===== src/rtl/bitblade_psum_pkg.sv =====
// rtl/bitblade_psum_pkg.sv - shared widths, state encoding, limits and term shifter for psum_accumulator
package bitblade_psum_pkg;

  localparam int PSUM_DATA_W  = 32;
  localparam int PSUM_ACC_W   = 48;
  localparam int PSUM_SHIFT_W = 4;
  localparam int PSUM_CNT_W   = 8;
  // Wide enough to hold a fully shifted term so overflow past ACC_W can be seen.
  localparam int PSUM_WIDE_W  = PSUM_ACC_W + (1 << PSUM_SHIFT_W) - 1;

  typedef enum logic [0:0] {
    IDLE = 1'b0,
    ACC  = 1'b1
  } psum_state_e;

  localparam logic [PSUM_ACC_W-1:0] ACC_MAX = {1'b0, {(PSUM_ACC_W-1){1'b1}}};
  localparam logic [PSUM_ACC_W-1:0] ACC_MIN = {1'b1, {(PSUM_ACC_W-1){1'b0}}};

  function automatic logic [PSUM_WIDE_W-1:0] shift_wide(
    input logic [PSUM_DATA_W-1:0]  d,
    input logic [PSUM_SHIFT_W-1:0] s
  );
    logic [PSUM_WIDE_W-1:0] ext;
    ext = {{(PSUM_WIDE_W-PSUM_DATA_W){d[PSUM_DATA_W-1]}}, d};
    return ext << s;
  endfunction

  // Term overflows when the bits above the ACC_W sign bit are not a pure sign extension.
  function automatic logic shift_ovf(
    input logic [PSUM_DATA_W-1:0]  d,
    input logic [PSUM_SHIFT_W-1:0] s
  );
    logic [PSUM_WIDE_W-1:0]            wide;
    logic [PSUM_WIDE_W-PSUM_ACC_W:0]   top;
    wide = shift_wide(d, s);
    top  = wide[PSUM_WIDE_W-1:PSUM_ACC_W-1];
    return !((&top) || !(|top));
  endfunction

  function automatic logic [PSUM_ACC_W-1:0] shift_term(
    input logic [PSUM_DATA_W-1:0]  d,
    input logic [PSUM_SHIFT_W-1:0] s,
    input logic                    sat
  );
    logic [PSUM_WIDE_W-1:0] wide;
    logic [PSUM_ACC_W-1:0]  r;
    wide = shift_wide(d, s);
    if (sat && shift_ovf(d, s)) r = d[PSUM_DATA_W-1] ? ACC_MIN : ACC_MAX;
    else                        r = wide[PSUM_ACC_W-1:0];
    return r;
  endfunction

endpackage


===== src/rtl/psum_sat_add.sv =====
// rtl/psum_sat_add.sv - ACC_W signed adder; clamps and flags overflow when PSUM_SAT_EN is defined
module psum_sat_add
  import bitblade_psum_pkg::*;
(
  input  logic [PSUM_ACC_W-1:0] a,
  input  logic [PSUM_ACC_W-1:0] b,
  output logic [PSUM_ACC_W-1:0] sum,
  output logic                  ovf
);

  logic [PSUM_ACC_W-1:0] raw;

  assign raw = a + b;

`ifdef PSUM_SAT_EN
  // Signed overflow: operands agree in sign but the result does not.
  assign ovf = (a[PSUM_ACC_W-1] == b[PSUM_ACC_W-1]) && (raw[PSUM_ACC_W-1] != a[PSUM_ACC_W-1]);
  assign sum = ovf ? (a[PSUM_ACC_W-1] ? ACC_MIN : ACC_MAX) : raw;
`else
  assign ovf = 1'b0;
  assign sum = raw;
`endif

endmodule


===== src/rtl/psum_accumulator.sv =====
// rtl/psum_accumulator.sv - shift-and-accumulate of first..last partial-sum groups, valid/ready output
// Optional saturation: define PSUM_SAT_EN.
module psum_accumulator
  import bitblade_psum_pkg::*;
#(
  parameter int DATA_W  = PSUM_DATA_W,
  parameter int ACC_W   = PSUM_ACC_W,
  parameter int SHIFT_W = PSUM_SHIFT_W,
  parameter int CNT_W   = PSUM_CNT_W
) (
  input  logic               clk,
  input  logic               reset,
  input  logic               in_valid,
  output logic               in_ready,
  input  logic [DATA_W-1:0]  data_in,
  input  logic [SHIFT_W-1:0] shift_amt,
  input  logic               in_first,
  input  logic               in_last,
  output logic               out_valid,
  input  logic               out_ready,
  output logic [ACC_W-1:0]   acc_out,
  output logic [CNT_W-1:0]   beat_cnt,
  output logic               sat_flag,
  output logic               proto_err
);

`ifdef PSUM_SAT_EN
  localparam logic SAT_EN = 1'b1;
`else
  localparam logic SAT_EN = 1'b0;
`endif

  psum_state_e      state;
  logic [ACC_W-1:0] acc;
  logic [ACC_W-1:0] add_a;
  logic [ACC_W-1:0] add_b;
  logic [ACC_W-1:0] sum;
  logic [CNT_W-1:0] cnt;
  logic [CNT_W-1:0] cnt_next;
  logic             accept;
  logic             start;
  logic             add_ovf;
  logic             term_ovf;
  logic             grp_sat;
  logic             grp_sat_next;

  assign in_ready = !out_valid || out_ready;
  assign accept   = in_valid && in_ready;
  // An unflagged beat in IDLE still opens a group.
  assign start    = in_first || (state == IDLE);

  assign add_b    = shift_term(data_in, shift_amt, SAT_EN);
  assign term_ovf = SAT_EN && shift_ovf(data_in, shift_amt);
  assign add_a    = start ? '0 : acc;

  psum_sat_add u_add (
    .a   (add_a),
    .b   (add_b),
    .sum (sum),
    .ovf (add_ovf)
  );

  assign cnt_next     = start ? CNT_W'(1) : ((&cnt) ? cnt : cnt + 1'b1);
  assign grp_sat_next = (start ? 1'b0 : grp_sat) | term_ovf | add_ovf;

  always_ff @(posedge clk or negedge reset) begin
    if (!reset) begin
      state     <= IDLE;
      acc       <= '0;
      cnt       <= '0;
      grp_sat   <= 1'b0;
      out_valid <= 1'b0;
      acc_out   <= '0;
      beat_cnt  <= '0;
      sat_flag  <= 1'b0;
      proto_err <= 1'b0;
    end else begin
      proto_err <= accept && (((state == IDLE) && !in_first) || ((state == ACC) && in_first));
      if (accept) begin
        acc     <= sum;
        cnt     <= cnt_next;
        grp_sat <= grp_sat_next;
        state   <= in_last ? IDLE : ACC;
      end
      // A new result may load on the same edge the previous one is popped.
      if (accept && in_last) begin
        out_valid <= 1'b1;
        acc_out   <= sum;
        beat_cnt  <= cnt_next;
        sat_flag  <= grp_sat_next;
      end else if (out_ready) begin
        out_valid <= 1'b0;
      end
    end
  end

endmodule

===== config.mk =====
export PLATFORM = sky130hd
export DESIGN_NAME = psum_accumulator
export DESIGN_NICKNAME = d
export VERILOG_FILES = /design/src/rtl/bitblade_psum_pkg.sv /design/src/rtl/psum_sat_add.sv /design/src/rtl/psum_accumulator.sv
export SDC_FILE = /design/constraint.sdc
export NUM_CORES = 1
export LEC_CHECK = 0
export CAP_MARGIN = 15
export CELL_PAD_IN_SITES_DETAIL_PLACEMENT = 1
export CELL_PAD_IN_SITES_GLOBAL_PLACEMENT = 1
export CORE_ASPECT_RATIO = 0.7
export CORE_MARGIN = 4
export CORE_UTILIZATION = 33
export DETAILED_ROUTE_END_ITERATION = 8
export DONT_BUFFER_PORTS = 1
export GPL_TIMING_DRIVEN = 0
export MAX_ROUTING_LAYER = met4
export PLACE_DENSITY = 0.69
export SLEW_MARGIN = 0
export SYNTH_ARGS = -nofsm -noshare
export SYNTH_HDL_FRONTEND = slang
export SYNTH_SLANG_ARGS = --single-unit

===== constraint.sdc =====
create_clock -name clk -period 7.25 [get_ports clk]
set_input_delay 1.45 -clock clk [delete_from_list [all_inputs] [get_ports clk]]
set_output_delay 1.45 -clock clk [all_outputs]
set_load 0.005 [all_outputs]

# Word-level counts from Yosys, hierarchy flattened
# Index checks and enable logic that the tools add are counted.
[classes] shift=1 reduce_logical=12 muxes=7 bitwise_logic=1 addsub=2
[op_table] op="63-bit by 4-bit << shifter with 48-bit output" count=1
[op_table] op="48-bit adder" count=1
[op_table] op="48-bit two-way mux" count=1
[op_table] op="8-bit two-way mux" count=2
[op_table] op="8-bit by 1-bit adder with 8-bit output (second input constant)" count=1
[op_table] op="8-bit AND reduction" count=1
[op_table] op="1-bit logical AND" count=5
[op_table] op="1-bit two-way mux" count=4
[op_table] op="1-bit logical OR" count=3
[op_table] op="1-bit logical NOT" count=2
[op_table] op="2-bit nonzero test" count=1
[op_table] op="1-bit NOT" count=1
[totals] register_bits=117 inputBits=42

# Logic depth before layout (Yosys ltp)
[logic_depth] word_depth=5 depth_mapped=18

# Hierarchy
# Synthesis repeated with hierarchy kept, for this count alone.
[hier_totals] cells_unflattened=1236 hier_area_um2=9551.7
[by_module_without_submodules] mod="psum_accumulator" n_inst=1 cells_per_inst=811 area_per_inst_um2=6636.4 seq_area_each_um2=2927.8
[by_module_without_submodules] mod="psum_sat_add" n_inst=1 cells_per_inst=425 area_per_inst_um2=2915.3 seq_area_each_um2=0.0

# Worst setup path before layout
# Ideal clock, no wire load.
[synth_timing] path_type="in2reg" start="input shift_amt[0]" end="register acc[47]" path_buffers=2 slack_ns=2.272 t_arrival_ns=4.842 cell_stages=15 setup_time_ns=0.136 path_cell_list="buf_1 -> mux4_2 -> and2_1 -> a211oi_1 -> a21oi_1 -> ha_1 -> clkbuf_1 -> a21oi_1 -> o211ai_1 -> a311oi_1 -> a211oi_2 -> o21ai_2 -> a22oi_1 -> a2111oi_0 -> nand3_1"
[synth_via] elab_chain_len=2
[synth_lines] element="start, declared" line="psum_accumulator.sv:16" text="input logic [SHIFT_W-1:0] shift_amt,"
[synth_lines] element="63-bit by 4-bit << shifter with 48-bit output"
[synth_lines] element="48-bit adder" line="psum_sat_add.sv:13" text="assign raw = a + b;"
[synth_lines] element="end signal, assigned" line="psum_accumulator.sv:80" text="acc <= sum;"
[synth_lines] element="end, declared" line="psum_accumulator.sv:34" text="logic [ACC_W-1:0] acc;"
# Every way passes these cells.
# A chain may end at the register's enable or synchronous reset.

# Final worst setup path
[layout_timing] start="input shift_amt[0]" end="register acc_out[47]"
[layout_via] elab_chain_len=2
[layout_lines] element="63-bit by 4-bit << shifter with 48-bit output"
[layout_lines] element="48-bit adder" line="psum_sat_add.sv:13"
[layout_lines] element="end signal, assigned" line="psum_accumulator.sv:88" text="acc_out <= sum;"
[layout_lines] element="end, declared" line="psum_accumulator.sv:21" text="output logic [ACC_W-1:0] acc_out,"
# Every way passes these cells.

==> impl_results.md <==
* R2r startpoint: state
* Cells after Synth at around 1100
* Initial Util at 34.0%
* Total of max-cap violations at 0
* Path depth of the worst reg2reg path at 12
* Layout cells sized above 1 at 10.5%
* GRT Total Usage at 23.0%
* TritonCTS buffer count at 17
* Fin crit share at 82.8%
* TritonRoute pass-1 iters at 5
* Initial antenna violation count at 2
* Final setup viols at 0
* First-pass GRT wire length at 54.8 mm
* Nets at 1257
* Fin. max-slew vios at 0
* Power density cells at between 200 and 300 mW/mm^2
* P_leak at 4.75 nW
* Root Buffer Master: clkbuf_16
* Critical Path Fanout Max at 10
* Number of global-route vias before repair at between 9000 and 10000
* DP Cell Count at between 1500 and 2000
* Synthesis-to-finish area growth at 10.7%
* Fmax at 0.167 GHz
* Setup crit start kind: input pin
* Syn avg cell area at 8.36 sq um
* Fin cells at 1548
* Synth Cell Area at roughly 0.0096 sq mm
* Max Root-Sink Buffers at 2
* Port bufs at 0
* Die area at approximately 0.032 sq mm
* Wirelength per Cell at 23.0 microns
* Top Ports at around 100
* Largest net degree at the start of global routing at ~120
* Async SR Flop Fraction at 100%
* Final Hold Fails at 0
* Most used DFF post-synth: dfrtp_1
* Drc violations at 0
* Clock Sinks at 117
* DR iter-0 viols at around 730
* Post-CTS Setup Inserts at 0
* CTS H-tree lvls at 4
* Status: finished clean
* Sequential fraction of the synthesis area at a little under a third
* Clock latency at the later pin of the worst-skew pair at approximately 440 ps
* Critical Path AT at approximately 6300 ps
* Sum Neg Setup Slack at 0 ps
* PostCTS Resize Cnt at 0
* CTS tree: built
* CP Data Required Time at 7550 ps
* Crit Path Class: in -> reg
* Max IR drop VDD at 0.185 mV
* Yosys cell types at 69
* Total number of vias at 8953
* Yosys warns at 0
* Syn_nets at 1238
* Clock slew at reported path FFs at 60 ps
* EDFF count, synth at 0
* Post-DP HPWL at 27.8 mm
* CP Capture Type: flop
* Die W at between 200 and 250 microns
* Final global-route overflow total at 0
* Via density at just under 6
* Worst-Margin Slew at around 1100 ps
* Hold buffer count at CTS at 0
* RR Endpoint: acc_out[47]
* Die height at 151 microns
* Hold path cells at 2
* RD Place Congestion at 0.914
* Setup Skew at 8.37 ps
* R2r setup slk at 2500 ps
* Standard-cell row count at 51
* Antenna-violating nets left at 0
* WL final at 35.7 mm
* Period minus WS final at 6000 ps
* Max transition margin at between 20% and 30%
* # diodes at 0
* Synthesis-stage register bit count at 117
* Hold_sp: acc[13]
* Worst hold path class: reg -> reg
* Core area at 0.0282 sq mm
* Layout fillers at 3403
* Hold Path End: acc[13]
* Unrepaired setup endpoints after global routing: false
==> cells in the final DEF (no fill, tap or decap), drive strengths merged, types with 15 or more instances in the layout <==
| cell | synthesis | final |
|---|---|---|
| o21ai | 68 | 68 |
| nand3 | 25 | 25 |
| nor3 | 24 | 24 |
| dfrtp | 117 | 117 |
| clkbuf | 54 | 72 |
| ha | 49 | 49 |
| nand2 | 219 | 219 |
| xor2 | 18 | 18 |
| and2 | 54 | 54 |
| mux2 | 37 | 37 |
| inv | 15 | 17 |
| a21oi | 105 | 105 |
| a211oi | 22 | 22 |
| mux2i | 49 | 49 |
| a21o | 21 | 21 |
| nand4 | 17 | 17 |
| xnor2 | 23 | 23 |
| buf | 23 | 23 |
| nor2 | 56 | 56 |
| mux4 | 15 | 15 |
==> layer usage <==
layer	share of wire, %	global-route usage (%)	up-vias
met3	9.8	6.46	33
met4	1.3	4.60	0
met5	0	-	-
met1	51	35.5	4440
met2	38	29.6	341
li1	-	-	4139
==> kinds of logic after synthesis <==
logic type	after synthesis	share of synthesized area (%)
DFF	117	30.5
buffers and inverters	94	4.95
adders and majority gates	50	6.60
and+or+nand+nor	450	22.1
xor gates and xnor gates	41	3.75
muxes	101	13.0
AOI/OAI and AO/OA	293	19.0
==> final cells by class <==
class / instances / area, sq um / share of cell area [%]
clock buffer: 18 / 429 / 4.04
clock inverter: 13 / 134 / 1.26
tap: 371 / 464 / 4.37
sequential: 117 / 2930 / 27.6
multi-input combinational: 935 / 6180 / 58.3
buffer: 78 / 414 / 3.90
inverter: 16 / 60.1 / 0.566
==> metrics by stage <==
step	instance area (sq um)	hold WS, ps	setup slack, ps	power (mW)	util, %
detailed placement	10000	455	920	1.89	35.6
finish	10600	464	1250	2.74	37.6
floorplan	9590	437	2270	1.59	-
global placement	10000	451	969	1.86	35.6
global route	10600	490	853	2.91	37.6
CTS	10600	470	1330	2.75	37.6
==> cell usage after synthesis, drive strengths merged (5+ instances only) <==
library cell	count	area share, %
a211o	5	0.46
a211oi	22	1.8
a21o	21	1.7
a21oi	105	5.6
a31oi	7	0.46
and2	54	3.5
and3	8	0.52
buf	23	1.7
clkbuf	54	2.5
dfrtp	117	31
ha	49	6.4
inv	15	0.59
mux2	37	4.3
mux2i	49	5.1
mux4	15	3.5
nand2	219	8.6
nand2b	9	0.59
nand3	25	1.3
nand4	17	1.1
nor2	56	2.2
nor2b	8	0.52
nor3	24	1.3
nor4b	5	0.46
o21a	8	0.63
o21ai	68	3.6
o21bai	14	1.1
o22ai	5	0.39
o31ai	13	1.0
xnor2	23	2.1
xor2	18	1.6
==> power by group <==
part	internal (mW)	leakage (nW)	total (mW)	switching, mW
combinational	0.362	3.02	0.935	0.574
sequential	0.834	1.46	0.963	0.130
clock	0.501	0.272	0.838	0.337
==> flip-flops by register name, indices dropped and copies added, names as in the netlist <==
name       cells
proto_err      1
sat_flag       1
beat_cnt       8
acc           48
acc_out       48
state          1
cnt            8
grp_sat        1
out_valid      1
==> worst max-delay path by stage <==
stage	from	endpoint	slack [ps]	depth (start not counted)
after floorplan	shift_amt[0]	acc[47]	2270	15
after global placement	shift_amt[0]	acc_out[47]	970	16
after detailed placement	shift_amt[0]	acc_out[47]	920	16
after CTS	shift_amt[0]	acc_out[47]	1330	16
after global routing	shift_amt[0]	acc_out[47]	850	16
final	shift_amt[0]	acc_out[47]	1250	15
==> critical path, cell delays in order <==
cell	delay, ps
buf_1	480
buf_2	380
mux2i_1	160
a21oi_1	310
mux2i_1	160
mux2i_1	420
ha_1	410
a21oi_1	150
o21ai_0	300
a311oi_1	610
a211oi_2	230
o21ai_2	380
a2111oi_0	190
a2111oi_0	550
nand2_1	100
Power figures use the tool's default switching activity.
